--- src/rtl/apb_pkg.sv ---
// apb_pkg: shared APB bridge state type, bus widths and default address map
package apb_pkg;
    localparam int APB_DW = 32;
    localparam int APB_AW = 32;
    localparam logic [APB_AW-1:0] APB_BASE_ADDR = 32'h1000_0000;
    localparam int APB_REGION_BITS = 12;
    typedef enum logic [1:0] {IDLE, SETUP, ACCESS, ERROR} apb_state_e;
endpackage

--- src/rtl/apb_addr_decoder.sv ---
// apb_addr_decoder: maps an address region to a slave hit, index and one-hot select
module apb_addr_decoder
    import apb_pkg::*;
#(
    parameter int NUM_SLAVES = 4,
    parameter logic [APB_AW-1:0] BASE_ADDR = APB_BASE_ADDR,
    parameter int REGION_BITS = APB_REGION_BITS
) (
    input  logic [APB_AW-1:REGION_BITS] addr,
    output logic hit,
    output logic [2:0] index,
    output logic [NUM_SLAVES-1:0] sel
);
    localparam logic [APB_AW-1:REGION_BITS+3] BASE_TAG = BASE_ADDR[APB_AW-1:REGION_BITS+3];
    always_comb begin
        index = addr[REGION_BITS+2:REGION_BITS];
        hit = (addr[APB_AW-1:REGION_BITS+3] == BASE_TAG) && ({29'b0, index} < NUM_SLAVES);
        sel = hit ? NUM_SLAVES'(1) << index : '0;
    end
endmodule

--- src/rtl/apb_master_bridge.sv ---
// apb_master_bridge: core request/ready bus to APB3 master with decode and timeout
module apb_master_bridge
    import apb_pkg::*;
#(
    parameter int NUM_SLAVES = 4,
    parameter logic [APB_AW-1:0] BASE_ADDR = APB_BASE_ADDR,
    parameter int REGION_BITS = APB_REGION_BITS,
    parameter int TIMEOUT_CYCLES = 16
) (
    input  logic clk,
    input  logic reset,
    input  logic transfer,
    input  logic dataWe,
    input  logic [APB_AW-1:0] dataAddr,
    input  logic [APB_DW-1:0] dataWData,
    output logic [APB_DW-1:0] dataRData,
    output logic ready,
    output logic err,
    output logic [APB_AW-1:0] PADDR,
    output logic [APB_DW-1:0] PWDATA,
    output logic PWRITE,
    output logic PENABLE,
    output logic [NUM_SLAVES-1:0] PSEL,
    input  logic [NUM_SLAVES*APB_DW-1:0] PRDATA,
    input  logic [NUM_SLAVES-1:0] PREADY
);
    localparam int CW = $clog2(TIMEOUT_CYCLES + 1);
    localparam logic [CW-1:0] LAST = CW'(TIMEOUT_CYCLES - 1);
    apb_state_e state, state_n;
    logic [CW-1:0] cnt;
    logic [2:0] idx, index;
    logic hit, sel_ready;
    logic [NUM_SLAVES-1:0] sel;
    logic [APB_DW-1:0] rdata_sel;

    apb_addr_decoder #(
        .NUM_SLAVES(NUM_SLAVES),
        .BASE_ADDR(BASE_ADDR),
        .REGION_BITS(REGION_BITS)
    ) u_dec (
        .addr(dataAddr[APB_AW-1:REGION_BITS]),
        .hit(hit),
        .index(index),
        .sel(sel)
    );

    always_comb begin
        sel_ready = 1'b0;
        rdata_sel = '0;
        for (int i = 0; i < NUM_SLAVES; i++)
            if (idx == 3'(i)) begin
                sel_ready = PREADY[i];
                rdata_sel = PRDATA[APB_DW*i +: APB_DW];
            end
    end

    always_ff @(posedge clk or posedge reset)
        if (reset) state <= IDLE;
        else state <= state_n;

    // a PREADY in the final timeout cycle still completes the transfer cleanly
    always_comb begin
        state_n = state;
        ready = 1'b0;
        err = 1'b0;
        dataRData = '0;
        case (state)
            IDLE: state_n = transfer ? (hit ? SETUP : ERROR) : IDLE;
            SETUP: state_n = ACCESS;
            ACCESS: begin
                ready = sel_ready || (cnt == LAST);
                err = !sel_ready && (cnt == LAST);
                dataRData = (sel_ready && !PWRITE) ? rdata_sel : '0;
                state_n = ready ? IDLE : ACCESS;
            end
            default: begin
                ready = 1'b1;
                err = 1'b1;
                state_n = IDLE;
            end
        endcase
    end

    always_ff @(posedge clk or posedge reset)
        if (reset) begin
            PADDR <= '0;
            PWDATA <= '0;
            PWRITE <= 1'b0;
            PENABLE <= 1'b0;
            PSEL <= '0;
            idx <= '0;
            cnt <= '0;
        end else begin
            if (state == IDLE && transfer) begin
                PADDR <= dataAddr;
                PWDATA <= dataWData;
                PWRITE <= dataWe;
                PSEL <= sel;
                idx <= index;
            end else if (state_n == IDLE) PSEL <= '0;
            PENABLE <= state_n == ACCESS;
            cnt <= (state == ACCESS) ? cnt + 1'b1 : '0;
        end
endmodule

--- config.mk ---
export PLATFORM = sky130hd
export DESIGN_NAME = apb_master_bridge
export DESIGN_NICKNAME = d
export VERILOG_FILES = /design/src/rtl/apb_pkg.sv /design/src/rtl/apb_addr_decoder.sv /design/src/rtl/apb_master_bridge.sv
export SDC_FILE = /design/constraint.sdc
export NUM_CORES = 1
export LEC_CHECK = 0
export CORE_AREA = 4 4 117 119
export DETAILED_ROUTE_END_ITERATION = 10
export DIE_AREA = 0 0 121 123
export PLACE_DENSITY = 0.77
export REMOVE_ABC_BUFFERS = 1
export SYNTH_ARGS = -nofsm -noshare
export SYNTH_HDL_FRONTEND = slang
export SYNTH_SLANG_ARGS = --single-unit
--- constraint.sdc ---
create_clock -name clk -period 4.75 [get_ports clk]
set_input_delay 0.475 -clock clk [delete_from_list [all_inputs] [get_ports clk]]
set_output_delay 0.475 -clock clk [all_outputs]
set_load 0.02 [all_outputs]
==> results.md, run 1 <==
- Outcome: finished clean
- Reg area: 1930 um^2
- # fillers: 1061
- Worst skew pair latency: 0.33 ns
- Remaining DRCs: 0
- Mean post-synth cell area: 11.7 um^2
- Setup Skew: 0.00666 ns
- Setup crit start kind: register
- Clock Power Share: 0.152
- Pint: 2.46 mW
- Full die area: 14900 um^2
- Pin count of the biggest net entering global routing: between 70 and 80
- Multi-input gate area: a little under 2000 um^2
- FP Rows: 41
- # IOs: between 300 and 400
- Global-route wire length before repair: around 25 mm
- Final Max Slew Viols: 0
- YS warnings: 0
- Power Dens Cells: 548 nW/um^2
- Clock sinks: 77
- Leakage power: 2.80 nW
- Area grow syn2layout: 84.5%
- Post-synthesis sequential area ratio: 0.475
- RSZ-0062 raised after global routing: no
- Max-cap viol count: 0
- Final Cycle Share: 0.835
- Antenna violations before repair: 3
- Post-CTS setup buffers: 0
- Crit end category: output port
- Layout cells sized above 1: 0.193
- Worst Tran Pin Value: 1.02 ns
- Critical path required time: 4.28 ns
- Fin Setup TNS: 0 ns
- Crit Path Class: reg -> out
- Share of total power in sequential cells: 0.282
- Final Hold Fails: 0
- Tot Pwr: approximately 4.1 mW
- # hold bufs at CTS: 0
- Net Sw Frac: 0.401
- Final setup vio count: 0
- DR vias/cell: between 4 and 5
- Drt pass-1 iters: 4
- DP Wirelength: 14.0 mm
- Mapped Cells: 348
- Crit-path max FO: 32
- Fmax: 252 MHz
- Final Non-Filler Cells: between 800 and 900
- Final layout net count: 841
- Tmin final: ~4 ns
- Worst-case vdd ir drop: 453 uV
- WL final: ~17 mm
- WP data arrival: 3.49 ns
- CTS Buf Count: 9
- Sw Pwr: around 1.6 mW
- Clock root buffer: clkbuf_16
- Antenna-violating nets left: 0
- Worst min path class: reg -> reg
- CTS tree: built
- Final Wtd Congestion: 0.959
- CTS clock-pin slew for the worst setup and hold paths: 0.06 ns
- Total GRT Usage: 0.224
- DR iter-0 viols: approximately 180
- Wire per inst: roughly 21 um
- Die Ht: 123 um
- Post-CTS Resized: 0
- Yosys reg bits: 77
- Gate power share: 0.566
- Grt ovf: 0
- Hold slack: 0.461 ns
- CTS HTree Levels: 3
- Vias: between 4k and 5k
- Number of global-route vias before repair: 4394
- Core footprint: ~13000 um^2
- Cells after DPL: 800
- Mapped Area: 4060 um^2
- Number of port buffers: 303
- Die width: 121 um
- Distinct cell type count of the synthesized netlist: 34
- Initial Util: 0.323
- Slew headroom: 0.320
- Max Root-Sink Buffers: 2
[power by group through the flow]
stage          combinational (mW)  clock, mW  sequential (mW)
6_report                     2.32      0.624             1.16
4_1_cts                      2.35      0.643             1.16
3_3_place_gp                 2.32          0             1.14
3_5_place_dp                 2.34          0             1.16
2_1_floorplan               0.796          0             1.55
5_1_grt                      2.47      0.677             1.21
[sequential cells by signal (all words and copies together) (netlist names)]
name / flops
cnt: 5
state: 2
PADDR: 32
PSEL: 4
PWRITE: 1
PWDATA: 32
PENABLE: 1
[logic make-up (layout without fill, tap and decap cells)]
group | count (synthesis) | in the layout | share of synthesized area
buffers and inverters | 34 | 330 | 0.0398
and+or+nand+nor | 93 | 93 | 0.164
other | 0 | 1 | 0
adders and majority gates | 2 | 2 | 0.00616
xor gates and xnor gates | 2 | 2 | 0.00432
AOI/OAI and AO/OA | 74 | 74 | 0.128
DFF | 77 | 77 | 0.475
muxes | 66 | 66 | 0.183
[stage by stage]
| stage | instance area, um^2 | util | worst slack [ns] |
|---|---|---|---|
| global placement | 7210 | 0.574 | 1.12 |
| finish | 7490 | 0.596 | 0.783 |
| detailed placement | 7210 | 0.574 | 1.07 |
| global route | 7490 | 0.596 | 0.540 |
| CTS | 7480 | 0.596 | 0.722 |
| floorplan | 3920 | - | 0.751 |
[final timing paths]
check | startpoint | to | slack, ns | cells past startpoint
max in group asynchronous | reset | PADDR[13] | 3.33 | 3
worst min-delay path | cnt[0] | cnt[0] | 0.46 | 1
worst max register to register | state[1] | PWDATA[0] | 2.20 | 5
min in group asynchronous | reset | PWDATA[5] | 0.75 | 3
worst min register to register | cnt[0] | cnt[0] | 0.46 | 1
worst max-delay path | PADDR[12] | dataRData[0] | 0.78 | 5
[cell type report]
class,instances,area share
clock inverters,7,0.00668
clock buffers,9,0.0301
well taps,172,0.0287
multi-input cells,237,0.263
repair buffers,308,0.410
inverters,6,0.00318
flip-flops and latches,77,0.258
diodes,1,0.000334
[routing by layer]
| metal | track usage | vias to the layer above | routed length, um |
|---|---|---|---|
| met2 | 0.393 | 218 | 8610 |
| met5 | 0 | - | 21 |
| met1 | 0.219 | 1935 | 5600 |
| met3 | 0.132 | 37 | 2470 |
| met4 | 0.0822 | 4 | 461 |
| li1 | - | 1881 | - |
[worst max-delay path, stage by stage (launching register included)]
cell and delay, ns:
dfrtp_1 0.72, nor2b_1 0.27, a22oi_1 0.14, or4_2 1.01, nor3_1 0.35, clkdlybuf4s50_1 0.65
[Yosys cell counts]
library cell | count | share of area
a211oi_1 | 31 | 0.057
nor3_1 | 3 | 0.0037
o22ai_1 | 32 | 0.049
o21ai_0 | 2 | 0.0025
nand2_1 | 5 | 0.0046
inv_2 | 1 | 0.00092
nand3_1 | 1 | 0.0012
mux2_1 | 1 | 0.0028
a32o_1 | 4 | 0.0099
or4b_2 | 1 | 0.0025
inv_1 | 5 | 0.0046
ha_1 | 2 | 0.0062
a22oi_1 | 1 | 0.0019
nor4_1 | 3 | 0.0046
nand2b_1 | 3 | 0.0046
nor3_2 | 30 | 0.074
xnor2_1 | 1 | 0.0022
dfrtp_1 | 77 | 0.47
clkbuf_1 | 15 | 0.014
a21boi_0 | 1 | 0.0019
or4_1 | 1 | 0.0019
mux2_2 | 65 | 0.18
nor2_1 | 9 | 0.0083
buf_6 | 3 | 0.0083
o21bai_1 | 1 | 0.0019
a21oi_1 | 1 | 0.0012
xor2_1 | 1 | 0.0022
and3_1 | 1 | 0.0015
or2_2 | 1 | 0.0015
buf_2 | 9 | 0.011
buf_1 | 1 | 0.00092
nor2b_1 | 34 | 0.052
a31o_2 | 1 | 0.0022
nor4_2 | 1 | 0.0031
[layout by cell type (no fill, tap or decap), types with 2 or more instances in the layout]
cell and n:
a211oi_1 31, a32o_1 4, buf_4 5, clkbuf_16 9, clkdlybuf4s50_1 303, clkinv_2 3
clkinvlp_4 3, dfrtp_1 76, ha_1 2, inv_1 4, mux2_2 65, nand2_1 5
nand2b_1 3, nor2_1 9, nor2b_1 34, nor3_1 3, nor3_2 30, nor4_1 3
o21ai_0 2, o22ai_1 32
(Power assumes the default switching activity.)
==> run 2: changes to the inputs <==
CORE_AREA = not set   (was 4 4 117 119)
CORE_MARGIN = 4   (was not set)
CORE_UTILIZATION = 34   (was not set)
DIE_AREA = not set   (was 0 0 121 123)
PLACE_DENSITY = 0.81   (was 0.77)
clock period = 4.1 ns   (was 4.75 ns; I/O delays follow)
==> run 2 against run 1 <==
Against the previous run: clock power grew 25%; final area is essentially flat; critical path depth is the same; largest power group unchanged.
==> results.md, run 2 (same netlist as run 1, synthesis figures left out) <==
- Outcome: finished clean
- Hold worst-path end: cnt[0]
- Tmin final: 3.78 ns
- CTS HTree Levels: 3 (unchanged)
- Fmax: 264 MHz
- WP data arrival: 3.37 ns (-0.12 ns)
- Worst-case vdd ir drop: 513 uV (+13%)
- Top cell family by delay on the critical path: simple AND/OR/NAND/NOR gates
- DR vias/cell: 5.09 (+2.0%)
- Crit-path max FO: 32 (unchanged)
- Biggest regs: PADDR (32), PWDATA (32), cnt (5)
- Buf/Inv on CP: 1 (unchanged)
- Post-CTS setup buffers: 0 (unchanged)
- Pin count of the biggest net entering global routing: 61 (-22%)
- Final setup vio count: 0 (unchanged)
- Crit end category: output port
- Core footprint: 11600 um^2 (-8.0%)
- Drt pass-1 iters: 4 (unchanged)
- Slowest cell on crit path: or4_2
- Clock Power Share: 0.161 (+0.009)
- Max Root-Sink Buffers: 2 (unchanged)
- Commonest non-fill, non-tap cell in the layout: clkdlybuf4s50_1
- Setup crit start kind: register
- Final Hold Fails: 0 (unchanged)
- Initial Util: 0.351 (+0.0280)
- Clock sinks: 77 (unchanged)
- Sw Pwr: 1.90 mW (+15%)
- WHS Path Cells: 1 (unchanged)
- Number of global-route vias before repair: 4291 (-2.3%)
- Wire per inst: 21.7 um (+3.5%)
- Global-route wire length before repair: 24.2 mm (-3.7%)
- CP max stage delay: 1.02 ns (about the same)
- Area grow syn2layout: 84.3% (about the same)
- CTS Buf Count: 9 (unchanged)
- Die Ht: 117 um (-4.7%)
- Tot Pwr: 4.83 mW (+18%)
- Share of total power in sequential cells: 0.278 (-0.004)
- Number of port buffers: 303 (unchanged)
- Reg2reg end: PADDR[11]
- Remaining DRCs: 0 (unchanged)
- Worst skew pair latency: 0.33 ns (about the same)
- Worst R2R Path Depth: 5 (unchanged)
- Worst Tran Pin Value: 0.901 ns (-0.116 ns)
- Crit Path Class: reg -> out
- Antenna violations before repair: 0 (-3)
- Clock root buffer: clkbuf_16
- R2r setup slk: 1.82 ns (-0.38 ns)
- Final Cycle Share: 0.923
- # IOs: 304 (unchanged)
- Antenna-violating nets left: 0 (unchanged)
- Grt ovf: 0 (unchanged)
- Fin Setup TNS: 0 ns (unchanged)
- Net Sw Frac: 0.393 (-0.00828)
- DR iter-0 viols: 210 (+19%)
- Final Wtd Congestion: 0.964 (+0.52%)
- Hold Startpoint: cnt[0]
- Die width: 117 um (-3.1%)
- Final Max Slew Viols: 0 (unchanged)
- Pint: 2.93 mW (+19%)
- N_diodes: 0 (-1)
- CTS clock-pin slew for the worst setup and hold paths: 0.06 ns (about the same)
- Worst min path class: reg -> reg
- Reg2Reg Launch Point: state[1]
- Vias: 4015 (-1.5%)
- Total GRT Usage: 0.238 (+0.0141)
- Full die area: 13700 um^2 (-7.6%)
- Gate power share: 0.561 (-0.005)
- Commonest non-fill, non-tap cells in the layout: 303 x clkdlybuf4s50_1, 76 x dfrtp_1, 65 x mux2_2
- Slew headroom: 0.399 (+0.0788)
- # fillers: 897 (-15%)
- Setup Skew: 0.00596 ns (-0.000701 ns)
- WL final: 17.2 mm (about the same)
- CTS tree: built
- Max-cap viol count: 0 (unchanged)
- Post-CTS Resized: 0 (unchanged)
- DP Wirelength: 13.9 mm (-0.55%)
- Leakage power: 2.83 nW (+0.86%)
- RSZ-0062 raised after global routing: no
- Final layout net count: 843 (+0.24%)
- Layout cells sized above 1: 0.192 (-0.000596)
- # hold bufs at CTS: 0 (unchanged)
- Critical path required time: 3.69 ns (-0.59 ns)
- Crit path cell chain: nor2b_1, a22oi_1, or4_2, nor3_2, clkdlybuf4s50_1
- Power Dens Cells: 645 nW/um^2 (+18%)
- Fin util: 0.647 (+0.0513)
- FP Rows: 39 (-4.9%)
run 2: how the worst max path moves through the flow:
stage               from            end  slack [ns]  cells past startpoint
2_1_floorplan  PADDR[13]   dataRData[0]        0.17                      4
3_3_place_gp   PREADY[2]   dataRData[0]        0.66                      6
3_5_place_dp   PREADY[0]   dataRData[0]        0.54                      6
4_1_cts        PADDR[12]   dataRData[0]        0.32                      5
5_1_grt        PADDR[12]  dataRData[28]        0.15                      5
6_report       PADDR[12]  dataRData[28]        0.32                      5
run 2: cell type report:
type / count / area, um^2 / share of cell area
sequential: 77 / 1930 / 0.258
timing repair buffer: 310 / 3090 / 0.412
multi-input combinational: 237 / 1970 / 0.264
inverter: 6 / 23.8 / 0.00318
clock buffer: 12 / 246 / 0.0329
tap: 143 / 179 / 0.0239
clock inverter: 4 / 47.5 / 0.00635
run 2: power groups by stage:
| stage | clock network (mW) | registers (mW) | logic, mW |
|---|---|---|---|
| after global routing | 0.830 | 1.39 | 2.88 |
| after CTS | 0.795 | 1.35 | 2.73 |
| after floorplan | 0 | 1.80 | 0.922 |
| final | 0.777 | 1.34 | 2.71 |
| after global placement | 0 | 1.33 | 2.68 |
| after detailed placement | 0 | 1.35 | 2.72 |
run 2: per-stage QoR:
step	instance area (um^2)	hold slack, ns	worst slack [ns]	instances
after global placement	7190	0.445	0.661	773
after detailed placement	7190	0.471	0.536	773
after CTS	7480	0.479	0.321	789
after floorplan	3920	0.433	0.166	320
after global routing	7480	0.503	0.145	789
final	7480	0.474	0.315	789
run 2: per-layer routing:
| layer | share of wire | global-route usage | up-vias | wire length (um) |
|---|---|---|---|---|
| li1 | - | - | 1887 | - |
| met1 | 0.33 | 0.228 | 1869 | 5630 |
| met2 | 0.50 | 0.414 | 215 | 8600 |
| met3 | 0.13 | 0.134 | 44 | 2270 |
| met4 | 0.038 | 0.110 | 0 | 654 |
| met5 | 0 | 0 | - | 0 |
